**config.mk**
```make
export PLATFORM = sky130hd
export DESIGN_NAME = mem_io_unit
export DESIGN_NICKNAME = d
export VERILOG_FILES = /design/src/rtl/mem_io_unit.sv
export SDC_FILE = /design/constraint.sdc
export NUM_CORES = 1
export LEC_CHECK = 0
export CORE_ASPECT_RATIO = 1.75
export CORE_MARGIN = 2
export CORE_UTILIZATION = 44
export CTS_BUF_LIST = sky130_fd_sc_hd__clkbuf_2 sky130_fd_sc_hd__clkbuf_4 sky130_fd_sc_hd__clkbuf_8
export DETAILED_ROUTE_END_ITERATION = 8
export GPL_TIMING_DRIVEN = 1
export HOLD_SLACK_MARGIN = 0.06
export PLACE_DENSITY = 0.87
export SLEW_MARGIN = 5
export SYNTH_ARGS = -nofsm -noshare
export SYNTH_HDL_FRONTEND = slang
export SYNTH_SLANG_ARGS = --single-unit
```
**constraint.sdc**
```tcl
create_clock -name Clk -period 2.6 [get_ports Clk]
set_input_delay 0.39 -clock Clk [delete_from_list [all_inputs] [get_ports Clk]]
set_output_delay 0.39 -clock Clk [all_outputs]
set_load 0.1 [all_outputs]
```
**src/rtl/mem_io_unit.sv**
```systemverilog
// LC-3 memory/IO interface: owns MAR/MDR, sequences async SRAM accesses with
// fixed wait states, and maps IO_ADDR onto the switch inputs and hex display.
module mem_io_unit #(
  parameter int          WAIT_STATES = 2,
  parameter logic [15:0] IO_ADDR     = 16'hFFFF
) (
  input  logic        Clk,
  input  logic        Reset,
  input  logic [15:0] BUS,
  input  logic        LD_MAR,
  input  logic        LD_MDR,
  input  logic        MEM_EN,
  input  logic        MEM_WE,
  input  logic [15:0] Switches,
  input  logic [15:0] Data_from_SRAM,
  output logic [15:0] MAR,
  output logic [15:0] MDR,
  output logic        R,
  output logic [15:0] Data_to_SRAM,
  output logic        CE_N,
  output logic        OE_N,
  output logic        WE_N,
  output logic [15:0] HEX_OUT
);

  typedef enum logic [1:0] {
    IDLE    = 2'd0,
    RD_WAIT = 2'd1,
    WR_WAIT = 2'd2,
    DONE    = 2'd3
  } state_t;

  localparam logic [3:0] LAST_CNT = 4'(WAIT_STATES - 1);

  state_t      state_q, state_d;
  logic [3:0]  cnt_q, cnt_d;
  logic [15:0] mar_q, mar_d;
  logic [15:0] mdr_q, mdr_d;
  logic [15:0] hex_q, hex_d;
  logic        r_q, r_d;
  logic        ce_n_q, ce_n_d;
  logic        oe_n_q, oe_n_d;
  logic        we_n_q, we_n_d;
  logic        sram_sel_d;
  logic        is_io_q;

  assign is_io_q = (mar_q == IO_ADDR);

  always_comb begin
    state_d = state_q;
    cnt_d   = cnt_q;
    mar_d   = mar_q;
    mdr_d   = mdr_q;
    hex_d   = hex_q;

    case (state_q)
      IDLE: begin
        if (LD_MAR) mar_d = BUS;
        if (LD_MDR) mdr_d = BUS;
        if (MEM_EN) begin
          cnt_d   = 4'd0;
          state_d = MEM_WE ? WR_WAIT : RD_WAIT;
        end
      end
      RD_WAIT: begin
        cnt_d = cnt_q + 4'd1;
        if (cnt_q == LAST_CNT) begin
          mdr_d   = is_io_q ? Switches : Data_from_SRAM;
          cnt_d   = 4'd0;
          state_d = DONE;
        end
      end
      WR_WAIT: begin
        cnt_d = cnt_q + 4'd1;
        if (cnt_q == LAST_CNT) begin
          if (is_io_q) hex_d = mdr_q;
          cnt_d   = 4'd0;
          state_d = DONE;
        end
      end
      DONE:    state_d = IDLE;
      default: state_d = IDLE;
    endcase

    // Strobes are computed from the next state and next MAR so the pins are
    // pure flops and the I/O port never touches the SRAM.
    sram_sel_d = ((state_d == RD_WAIT) || (state_d == WR_WAIT)) &&
                 (mar_d != IO_ADDR);
    ce_n_d     = ~sram_sel_d;
    oe_n_d     = ~(sram_sel_d && (state_d == RD_WAIT));
    we_n_d     = ~(sram_sel_d && (state_d == WR_WAIT));
    r_d        = (state_d == DONE);
  end

  always_ff @(posedge Clk) begin
    if (Reset) begin
      state_q <= IDLE;
      cnt_q   <= 4'd0;
      mar_q   <= 16'h0000;
      mdr_q   <= 16'h0000;
      hex_q   <= 16'h0000;
      r_q     <= 1'b0;
      ce_n_q  <= 1'b1;
      oe_n_q  <= 1'b1;
      we_n_q  <= 1'b1;
    end else begin
      state_q <= state_d;
      cnt_q   <= cnt_d;
      mar_q   <= mar_d;
      mdr_q   <= mdr_d;
      hex_q   <= hex_d;
      r_q     <= r_d;
      ce_n_q  <= ce_n_d;
      oe_n_q  <= oe_n_d;
      we_n_q  <= we_n_d;
    end
  end

  assign MAR          = mar_q;
  assign MDR          = mdr_q;
  assign Data_to_SRAM = mdr_q;
  assign HEX_OUT      = hex_q;
  assign R            = r_q;
  assign CE_N         = ce_n_q;
  assign OE_N         = oe_n_q;
  assign WE_N         = we_n_q;

endmodule

```
==> results of run 1 <==
-- synth_stat cells (2+ instances only) --
cell type	count	area (um^2)
dfxtp_1	58	1160
nand2_1	37	139
a21oi_1	35	175
o21ai_0	33	165
inv_1	23	86.3
clkbuf_1	22	82.6
nand3_1	19	95.1
o41ai_1	18	158
buf_4	16	120
o211a_1	16	160
o2bb2ai_1	16	140
ha_1	9	113
nand4_1	5	31.3
nor2_1	5	18.8
mux2i_1	3	30.0
and2_1	2	12.5
buf_2	2	10.0
buf_6	2	22.5
nand2b_1	2	12.5
nand4_4	2	42.5
nor2b_1	2	12.5
nor3b_1	2	15.0
o21ai_1	2	10.0
-- cells in the final DEF, fill, tap and decap left out, drive strengths merged --
cell	Yosys	final
buf	20	76
dfxtp	58	58
clkdlybuf4s50	0	53
nand2	37	37
a21oi	35	35
o21ai	35	35
inv	23	23
nand3	19	19
o41ai	18	18
o211a	16	16
o2bb2ai	16	16
clkbuf	22	12
ha	9	9
nand4	8	8
nor2	5	5
mux2i	3	3
nor3b	2	2
and2	2	2
a211oi	2	2
nand2b	2	2
nor2b	2	2
bufinv	0	2
or3b	1	1
o221ai	1	1
o22a	1	1
nor4	1	1
or4	1	1
and3	1	1
a41oi	1	1
nor3	1	1
a22oi	1	1
clkinvlp	0	1
clkinv	0	1
-- metrics by stage --
stage | total power [mW] | area [um^2] | std cells | hold WS (ns) | utilization
final | 5.84 | 4130 | 528 | 0.478 | 0.637
after global routing | 6.07 | 4130 | 528 | 0.499 | 0.637
after CTS | 5.84 | 4130 | 528 | 0.476 | 0.636
after detailed placement | 4.85 | 3890 | 512 | 0.466 | 0.599
after global placement | 4.82 | 3890 | 512 | 0.461 | 0.599
after floorplan | 4.22 | 2920 | 343 | 0.497 | -
-- worst max-delay path, stage by stage, from the launching register on --
cell and delay [ns]:
dfxtp_1 0.41, nand4_4 0.30, or4_1 1.05, o211a_1 0.40, o2bb2ai_1 0.15
-- metal layers --
metal	global-route usage	vias up
li1	-	1424
met1	0.268	1373
met2	0.412	119
met3	0.0394	30
met4	0.138	0
met5	0	-
-- area by class of cell --
cell class	count	area (um^2)
Clock buffer	12	165
Clock inverter	4	72.6
Fill cell	573	2360
Inverter	23	86.3
Multi-Input combinational cell	220	1440
Sequential cell	58	1160
Tap cell	82	103
Timing Repair Buffer	129	1100
-- worst max-delay path by stage --
| stage | slack (ns) | cells past startpoint | end |
|---|---|---|---|
| after floorplan | 0.01 | 6 | HEX_OUT[11] |
| after global placement | 0.24 | 8 | WE_N |
| after detailed placement | 0.23 | 8 | WE_N |
| after CTS | 0.15 | 8 | WE_N |
| after global routing | 0.05 | 4 | Data_to_SRAM[3] |
| final | 0.21 | 4 | Data_to_SRAM[3] |
-- state kept, by name (all words and copies together), names as in the netlist --
register,flops
WE_N,1
OE_N,1
CE_N,1
HEX_OUT,16
cnt_q,4
Data_to_SRAM,16
state_q,2
MAR,16
R,1
-- cell families (layout without fill, tap and decap cells) --
group	Yosys count	after routing	synth area share
mux	3	3	0.0103
simple gates	82	82	0.148
buf+inv	65	168	0.110
flops	58	58	0.398
compound gates	126	126	0.295
fa+ha+maj	9	9	0.0386
-- where the power goes --
group          leakage (nW)  switching, mW  internal, mW  total, mW
sequential            0.474          0.233          1.10       1.33
clock                 0.119          0.356         0.617      0.973
combinational          1.22           2.77         0.770       3.54
total                  1.81           3.36          2.48       5.84
==> out/results.tsv, run 1 <==
stage	metric	value	unit
outcome	status	finished, final reports clean	
placement	portBuffers	121	
timing	period_share	0.919	
worst_setup_path	ff2ff_setup_slack	0.21	ns
synthesis	syn_inst	343	
synthesis	ys_ff_latch	58	
synthesis	synth_area	2920	um^2
worst_setup_path	end_kind	register	
synthesis	async_reset_ff_frac	0	
synthesis	synth_enable_flop_cells	0	
clocking	cts_tree	yes	
worst_setup_path	startpoint	MAR[15]	
timing	slew_viol_final	0	
worst_setup_path	reg2reg_to	Data_to_SRAM[3]	
die	io_pins	122	
timing	rsz0062_at_grt	no	
synthesis	syn_area_per_cell	8.51	um^2
finish	drive_gt1_frac	0.222	
worst_setup_path	cp.required	2.85	ns
timing	final_hold_viol_count	0	
worst_setup_path	arrival	2.64	ns
detailed_routing	met3WireLength	484	um
detailed_routing	wl_met2	4620	um
synthesis	synth_fp_nets	406	
grt	grt_pass1_vias	2776	
placement	gp_congestion	0.869	
clocking	postCtsHoldBufs	0	
synthesis	synthFlopType	dfxtp_1	
clocking	clock_latency	0.33	ns
detailed_routing	vias	2946	
timing	tns	0	ns
grt	grt_pass1_wl	13500	um
die	die_y	112	um
detailed_routing	routed_wl	8810	um
clocking	cts_sinks	58	
timing	setup_ws	0.211	ns
finish	diodes	0	
clocking	cts_root_buffer	clkbuf_8	
run	maxCapViolations	0	
clocking	htreeDepth	3	
grt	grt.overflow.total	0	
clocking	post_cts_buffers	0	
hold_path	min_path_cells	2	
die	coreArea	6490	um^2
grt	grt_start_max_net_pins	35	
hold_path	min_from	MAR[6]	
detailed_routing	wirelength_met1	3340	um
die	dieArea	7330	um^2
finish	nets	504	
grt	antenna_found_initial	0	
power	pwr_density_cell	1410	nW/um^2
worst_setup_path	cp_max_fo	32	
placement	place_ws	0.227	ns
clocking	ctsResizeCount	0	
detailed_routing	vias_per_cell	5.58	
worst_setup_path	crit_type	register to register	
grt	grt_usage	0.238	
power	power.leakage	1.81	nW
power	ir_worst_vdd	0.00113	V
worst_setup_path	r2r_cells	4	
hold_path	min_to	MAR[6]	
detailed_routing	initialDrtViolationCount	309	
detailed_routing	highest_layer	met4	
timing	post-route-min-period	2.39	ns
detailed_routing	dr.pass1.iters	5	
clocking	path_clk_slew	0.07	ns
synthesis	seq_area_frac_synth	0.398	
die	initial_utilization	0.450	
worst_setup_path	cp-start-kind	register	
finish	syn_to_final_growth	41.5	%
synthesis	synth_cell_type_count	35	
die	rows	39	
timing	worstMarginPinSlew	1.02	ns
detailed_routing	wl_per_cell	16.7	um
die	die_w	65.6	um
placement	post-dp-hpwl	6530	um
detailed_routing	drc	0	
timing	finalSetupViolations	0	
detailed_routing	ant_nets	0	
synthesis	yosys_warnings	0	
clocking	cts_buffers	9	
timing	clock_skew	0.0124	ns
hold_path	hold_class	register to register	
timing	slew_headroom	0.320	
worst_setup_path	timing.rr.start	MAR[15]	
timing	fmax	419	MHz
clocking	cts_buffer_depth	2	
Note: power is estimated with default switching activity, not from simulation.
==> run 2: changes to the inputs <==
Settings changed: SETUP_SLACK_MARGIN set to 0.4.
==> out/results.tsv, run 2 (synthesis results as in run 1) <==
stage	metric	value	unit	change
hold_path	min_from	MAR[6]		
clocking	post_cts_buffers	0		unchanged
power	power.leakage	1.82	nW	+0.64%
clocking	clock_latency	0.33	ns	about the same
timing	final_hold_viol_count	0		unchanged
grt	grt.overflow.total	0		unchanged
grt	grt_pass1_wl	13700	um	+1.5%
timing	period_share	0.800		-0.119
power	pwr_density_cell	1400	nW/um^2	-0.80%
detailed_routing	drc	0		unchanged
die	dieArea	7330	um^2	unchanged
power	pwr-share-seq	0.231		+0.003
detailed_routing	wl_per_cell	17.1	um	+2.6%
timing	tns	0	ns	unchanged
die	die_y	112	um	unchanged
clocking	cts_buffer_depth	2		unchanged
timing	worstMarginPinSlew	0.633	ns	-0.383 ns
die	initial_utilization	0.450		unchanged
worst_setup_path	ff2ff_setup_slack	0.52	ns	+0.31 ns
power	p_int	2.47	mW	-0.51%
worst_setup_path	end_kind	register		
grt	grt_usage	0.241		+0.00265
clocking	path_clk_slew	0.06	ns	about the same
power	pwr-share-comb	0.614		+0.008
power	switching_share	0.576		+0.00132
timing	clock_skew	0.00708	ns	-0.00537 ns
grt	gr-usage-met2	0.431		+0.0190
timing	post-route-min-period	2.08	ns	-0.310 ns
placement	portBuffers	121		unchanged
power	pwr-share-clk	0.155		-0.011
finish	nets	504		unchanged
worst_setup_path	arrival	2.29	ns	-0.35 ns
clocking	cts_buffers	9		unchanged
timing	fmax	481	MHz	+15%
outcome	status	finished, final reports clean		
die	rows	39		unchanged
detailed_routing	routed_wl	9040	um	+2.6%
die	io_pins	122		unchanged
timing	slew_viol_final	0		unchanged
placement	gp_congestion	0.874		+0.62%
power	power.switching	3.36	mW	about the same
finish	syn_to_final_growth	42.4	%	
finish	final_cell_mix	76 x buf_4, 53 x clkdlybuf4s50_1, 41 x dfxtp_1		
clocking	postCtsHoldBufs	0		unchanged
finish	fin_cells	528		unchanged
worst_setup_path	startpoint	cnt_q[1]		
worst_setup_path	timing.rr.start	cnt_q[1]		
worst_setup_path	cp.required	2.81	ns	-0.04 ns
worst_setup_path	cp_max_fo	5		-84%
clocking	cts_root_buffer	clkbuf_8		
hold_path	hold_class	register to register		
worst_setup_path	crit_type	register to register		
timing	finalSetupViolations	0		unchanged
placement	dp.cells	512		unchanged
grt	grt_pass1_vias	2853		+2.8%
clocking	cts_sinks	58		unchanged
die	die_w	65.6	um	unchanged
grt	grt_start_max_net_pins	42		+20%
power	ir_worst_vdd	0.00124	V	+9.4%
finish	final_common_cell	buf_4		
detailed_routing	initialDrtViolationCount	321		+3.9%
grt	antenna_found_initial	0		unchanged
clocking	htreeDepth	3		unchanged
detailed_routing	vias_per_cell	5.72		+2.5%
run	maxCapViolations	0		unchanged
clocking	cts_tree	yes		
finish	diodes	0		unchanged
detailed_routing	vias	3019		+2.5%
placement	post-dp-hpwl	6650	um	+1.9%
grt	top_usage_layer	met2		
power	power	5.83	mW	-0.20%
timing	rsz0062_at_grt	no		
timing	slew_headroom	0.578		+0.257
finish	drive_gt1_frac	0.269		+0.0471
detailed_routing	dr.pass1.iters	5		unchanged
grt	met1_usage	0.265		-0.00311
grt	grt_use_met3	0.0404		+0.00101
worst_setup_path	cp-start-kind	register		
detailed_routing	ant_nets	0		unchanged
die	coreArea	6490	um^2	unchanged
run 2: cell types whose count changed in the layout (fill, tap and decap cells not counted), moves of 2 or more:
cell      delta
o21ai_0      -2
dfxtp_1     -16
clkbuf_4     +2
dfxtp_2     +16
run 2: final cells by class:
class / count / area (um^2)
Tap cell: 82 / 103
Multi-Input combinational cell: 220 / 1460
Sequential cell: 58 / 1180
Timing Repair Buffer: 129 / 1100
Clock buffer: 15 / 194
Inverter: 23 / 86.3
Clock inverter: 1 / 30.0
Fill cell: 530 / 2330
run 2: per-layer routing:
metal | vias to the layer above | wire length, um
met5 | - | 0
met4 | 0 | 342
met3 | 29 | 602
met2 | 151 | 4790
met1 | 1417 | 3310
li1 | 1422 | -
run 2: worst max-delay path: stages (launching register included):
cell	delay [ns]
dfxtp_1	0.35
inv_1	0.07
ha_1	0.15
or3b_4	0.42
o21ai_2	0.17
o221ai_2	0.14
inv_1	0.10
ha_1	0.24
a211oi_2	0.24
nand2_1	0.10
run 2: repair_timing:
| item | 4_1_cts | 5_1_grt |
|---|---|---|
| endpoints found under the setup margin | 35 | 19 |
| pin swaps | 0 | 1 |
| gates resized for setup | 5 | 4 |
| endpoints found under the hold margin | 0 | 0 |
run 2: metrics by stage:
stage	area [um^2]	util	hold slack (ns)	setup slack, ns
after floorplan	2940	-	0.497	0.413
after global placement	3910	0.602	0.452	0.345
after detailed placement	3910	0.602	0.457	0.208
after CTS	4140	0.639	0.466	0.424
after global routing	4160	0.640	0.486	0.401
final	4160	0.640	0.464	0.521
run 2: worst paths after layout:
check                end  depth (start not counted)
setup / recovery    OE_N                          9
hold / removal    MAR[6]                          2
setup reg to reg    OE_N                          9
hold reg to reg   MAR[6]                          2
run 2: power by group through the flow:
stage	Combinational [mW]	Clock, mW	Sequential (mW)
after floorplan	1.66	0	2.57
final	3.58	0.905	1.35
after CTS	3.55	0.920	1.34
after global routing	3.71	0.954	1.37
after global placement	3.48	0	1.34
after detailed placement	3.52	0	1.35
